===== src/rtl/bcd_8bit_counter.sv =====
// bcd_8bit_counter: two-digit BCD up-counter 00..99; clk, clr (sync active-high clear to 00), q0 units digit, q1 tens digit
module bcd_8bit_counter (
  input  logic       clk,
  input  logic       clr,
  output logic [3:0] q0,
  output logic [3:0] q1
);
  logic c0;
  assign c0 = q0 >= 4'd9;
  always_ff @(posedge clk)
    if (clr) begin
      q0 <= 4'd0;
      q1 <= 4'd0;
    end else begin
      q0 <= c0 ? 4'd0 : q0 + 4'd1;
      if (c0) q1 <= (q1 >= 4'd9) ? 4'd0 : q1 + 4'd1;
    end
endmodule


===== config.mk =====
export PLATFORM = sky130hd
export DESIGN_NAME = bcd_8bit_counter
export DESIGN_NICKNAME = d
export VERILOG_FILES = /design/src/rtl/bcd_8bit_counter.sv
export SDC_FILE = /design/constraint.sdc
export NUM_CORES = 1
export LEC_CHECK = 0
export ABC_AREA = 1
export CAP_MARGIN = 20
export CORE_AREA = 5 5 42 44
export CTS_CLUSTER_SIZE = 25
export DETAILED_ROUTE_END_ITERATION = 10
export DIE_AREA = 0 0 47 49
export GPL_TIMING_DRIVEN = 1
export PLACE_DENSITY = 0.57
export SYNTH_ARGS = -nofsm -noshare
export SYNTH_HDL_FRONTEND = slang
export SYNTH_SLANG_ARGS = --single-unit

===== constraint.sdc =====
create_clock -name clk -period 1.1 [get_ports clk]
set_clock_uncertainty 0.05 [all_clocks]
set_input_delay 0.11 -clock clk [delete_from_list [all_inputs] [get_ports clk]]
set_output_delay 0.11 -clock clk [all_outputs]
set_load 0.02 [all_outputs]

## Yosys cells after proc, flatten, opt, wreduce, memory -nomap -nowiden

Index checks and enable logic that the tools add are counted.

| operators by class | value |
|---|---|
| $add $sub $neg | 2 |
| $lt $le $gt $ge | 2 |
| multiplexer cells | 1 |
| reduce and logical (&&, ||, !) cells | 1 |

Operators by type and width:

| cell | number |
|---|---|
| $add A4 B1 Y4 const B | 2 |
| $ge A4 B4 Y1 const B | 2 |
| $mux W4 | 1 |
| $reduce_or A2 Y1 | 1 |

| word-level totals | value |
|---|---|
| flip-flop bits (word level) | 8 |
| input port bits | 2 |
| word-level logic and storage cells | 8 |

## Logic depth before layout (Yosys ltp)

Gate-level depths: netlist of the first run.

| logic depth | value |
|---|---|
| depth in word-level cells | 2 |
| depth in mapped cells | 9 |
| mapped depth without buffers | 9 |

## Worst setup path after synthesis of the first run

OpenSTA, ideal clock, no wires.

| timing path | value |
|---|---|
| path type | register to register |
| start point | reg q0[0] |
| end point | reg q1[3] |
| library setup time | 109 ps |
| arrival time | 1186 ps |
| path slack | -244 ps |
| stages on the path, launching flop included | 9 |
| buffers on the path | 0 |
| period minus slack after synthesis | 1344 ps |
| path through | dfxtp_1 > inv_1 > ha_1 > nand3_4 > nand2_4 > nand2_4 > nand2_4 > nand2_1 > inv_1 |

| on the way | value |
|---|---|
| word-level cells in the longest chain between the ends | 1 |

RTL lines:

| what | line | RTL |
|---|---|---|
| from (decl) | 5 | `output logic [3:0] q0,` |
| from (signal assigned) | 15 | `q0 <= c0 ? 4'd0 : q0 + 4'd1;` |
| $ge A4 B4 Y1 | 9 | `assign c0 = q0 >= 4'd9;` |
| to (signal assigned) | 16 | `if (c0) q1 <= (q1 >= 4'd9) ? 4'd0 : q1 + 4'd1;` |
| to (decl) | 6 | `output logic [3:0] q1` |

Every way passes these cells.
A chain may end at the register's enable or synchronous reset.

## Final worst setup path of the first run

| timing path | value |
|---|---|
| start point | reg q1[1] |
| end point | reg q1[3] |

| on the way | value |
|---|---|
| word-level cells in the longest chain between the ends | 2 |
| elaborated cells on any way between the ends | 3 |
| classes of those cells | add/sub (1); order compare (1); mux (1) |

RTL lines:

| what | line |
|---|---|
| $add A4 B1 Y4 / $ge A4 B4 Y1 (equally long branches) | 16 |
| $mux W4 (*) | 16 |

Every way passes the cells marked *; elsewhere a longest branch is shown, timed or not.

==> results.md, run 1 <==
* Die area at 2300 um^2
* Wire per inst at 9.76 um
* Synthesized area at 457 um^2
* Max Fclk at 870 MHz
* Largest net degree at the start of global routing at 7
* H-tree Lvls at 1
* Total gr overflow at 0
* Ranking of synthesized cells by area: dfxtp_1 (35%), ha_1 (16%), inv_1 (8.2%), nand2_1 (7.4%), nand2_4 (7.4%)
* Share of the synthesized area in the top cell type at 0.351
* Reg2Reg Depth at 8
* Layout cell share with drive strength beyond 1 at 0.551
* CP max-delay cell: dfxtp_4
* Buf+Inv Stages, Crit Path at 2
* Violated checks: negative setup slack
* Power Density at 941 nW/um^2
* LEAKAGE at 0.353 nW
* Maximum vdd drop at 0.487 mV
* Commonest non-fill, non-tap cells in the layout: buf_4 (10), inv_2 (7), nand2_1 (6)
* Routed WL at 917 um
* Cell type with the highest aggregate area in the netlist: dfxtp_1
* Layout area overhead at 59.7%
* Setup Crit Path Kind: flop to flop
* Fin crit share at 1.04
* Via/cell ratio at 4.19
* Share of the yosys chip area belonging to registers at 0.351
* Clock Latency Late Sink at 260 ps
* Clock Sinks at 8
* Placed cells at 87
* Post-synth EDFFs at 0
* Syn Area/Cell at 8.30 um^2
* Detailed Place HPWL at 709 um
* Setup crit start kind: flop
* CP max stage delay at 370 ps
* Initial core utilization at 0.326
* Placer Congestion at 0.675
* DRT Pass-1 Iters at 3
* Core ar. at 1400 um^2
* Die W at 47 um
* Cell count after synthesis at 55
* Register Area at 175 um^2
* TritonCTS clock tree: done
* Finish-stage setup viols at 4
* # diodes at 0
* Status: finished, violations left
* Commonest non-fill, non-tap cell in the layout: buf_4
* Final nets at 87
* Total Routing Usage GR at 0.104
* Hold Path Class: flop to flop
* Final worst path period need at 1150 ps
* Max FO, Critical Path at 3
* Synth warn at 0
* Clock Root Buffer: clkbuf_4
* 1st-iter DRT viols at 5
* Slew @ Worst Pin at 224 ps
* Crit-path most repeated cell: nand2_2
* I/O Buffers at 9
* Final hold vios at 0
* Critical Path Sink Type: flop
* Max-cap violations at 0
* Syn Nets at 63
* Die Span Y at 49 um
* Main flop type after synthesis: dfxtp_1
* Cell Count, Final, Fillers Out at 94
* # fillers at 138
* Max clock buf depth at 2
* Ys async rst share at 0
* Library cells used by synthesis at 15
* Crit path required time at 1260 ps
* Final Cell Area at 729 um^2
* Placed Area at 669 um^2
* First-pass GRT wire length at 1.68 mm
* # rows at 14
* Final Max Slew Viols at 0
* Multi-input logic area at 295 um^2
* Slew margin rel. at 0.851
* Worst-path cell chain: inv_4 -> ha_4 -> nand3b_1 -> nand2_2 -> nand2_2 -> nand2_4 -> nand2_2 -> inv_2
* Unrepaired setup endpoints after global routing: yes
* Register bit total from synthesis at 8
* CP delay by family, top: simple AND/OR/NAND/NOR gates
* Vias in the first global route at 424
* Drt drc at 0
* Io pins at 10
* Crit path depth at 8
* CTS clock-pin slew for the worst setup and hold paths at 60 ps
* Via count at 394
* Hold Crit Depth at 1
* Cts hold-fix bufs at 0
* Min setup slack post-route at -48.8 ps
* CTS buffer count at 3
* DRT antenna net count at 0
* CP Data Arrival Time at 1310 ps
* Initial antenna violation count at 0
-- cell families (layout without fill, tap and decap cells) --
family                     Yosys count  in the layout  share of synthesized area
xor gates and xnor gates             2              2                     0.0384
buffers and inverters               13             36                      0.107
and+or+nand+nor                     25             25                      0.323
adders and majority gates            6              6                      0.164
AOI/OAI and AO/OA                    1              1                     0.0164
DFF                                  8              8                      0.351
-- cell usage after synthesis (3+ instances only) --
cell and instances:
ha_1 6, nand4_1 3, inv_1 10, nand2_1 9, nand2_4 3, nand3_1 3
inv_2 3, nor2_1 4, dfxtp_1 8
-- state kept, by name, summed over array words and instances, names as in the netlist --
signal and cells:
q0 4, q1 4
-- cell type report --
type / count / area share
clock buffer: 4 / 0.0360
inverter: 13 / 0.0738
multi-input combinational: 34 / 0.405
sequential: 8 / 0.240
tap: 16 / 0.0274
timing repair buffer: 19 / 0.218
-- metrics by stage --
stage	hold WS [ps]	total power, W	setup TNS, ps	setup WS [ps]	utilization
5_1_grt	438	0.000716	-522	-127	0.521
6_report	418	0.000686	-138	-48.8	0.521
4_1_cts	420	0.000694	-208	-66.2	0.520
3_3_place_gp	420	0.000435	-211	-50.7	0.478
3_5_place_dp	414	0.000434	-241	-63.8	0.478
2_1_floorplan	310	0.000398	-127	-42.6	-
-- worst paths after layout --
kind | start | to | slack (ps)
hold reg to reg | q0[0]$_SDFF_PP0_ | q0[0]$_SDFF_PP0_ | 420
setup / recovery | q1[1]$_SDFFE_PP0P_ | q1[3]$_SDFFE_PP0P_ | -50
hold / removal | q0[0]$_SDFF_PP0_ | q0[0]$_SDFF_PP0_ | 420
setup reg to reg | q1[1]$_SDFFE_PP0P_ | q1[3]$_SDFFE_PP0P_ | -50
-- report_power, final --
| part | leakage, nW | switching [W] | internal, W | total [W] |
|---|---|---|---|---|
| clock network | 0.0150 | 0.000114 | 0.000140 | 0.000253 |
| registers | 0.0678 | 0.0000120 | 0.000295 | 0.000307 |
| logic | 0.270 | 0.0000661 | 0.0000596 | 0.000126 |
| total | 0.353 | 0.000192 | 0.000494 | 0.000686 |
-- layer usage --
metal,track usage,part of all wire
met5,0,0
met4,0.0968,0.045
met3,0.0221,0.040
met2,0.149,0.47
met1,0.121,0.44
-- timing repair --
item	in CTS	in global routing
pin swaps	4	3
cloned	0	0
gates resized for setup	20	7
buffers inserted	2	1
endpoints found under the setup margin	12	12
(Power assumes the default switching activity.)
==> run 2: changes to the inputs <==
--- a/config.mk
+++ b/config.mk
@@ -8,7 +8,7 @@
 export ABC_AREA = 1
 export CAP_MARGIN = 20
 export CORE_AREA = 5 5 42 44
-export CTS_CLUSTER_SIZE = 25
+export CTS_CLUSTER_SIZE = 10
 export DETAILED_ROUTE_END_ITERATION = 10
 export DIE_AREA = 0 0 47 49
 export GPL_TIMING_DRIVEN = 1
==> results of run 2 <==
No change in the layout: final DEF, timing and power equal those of run 1.
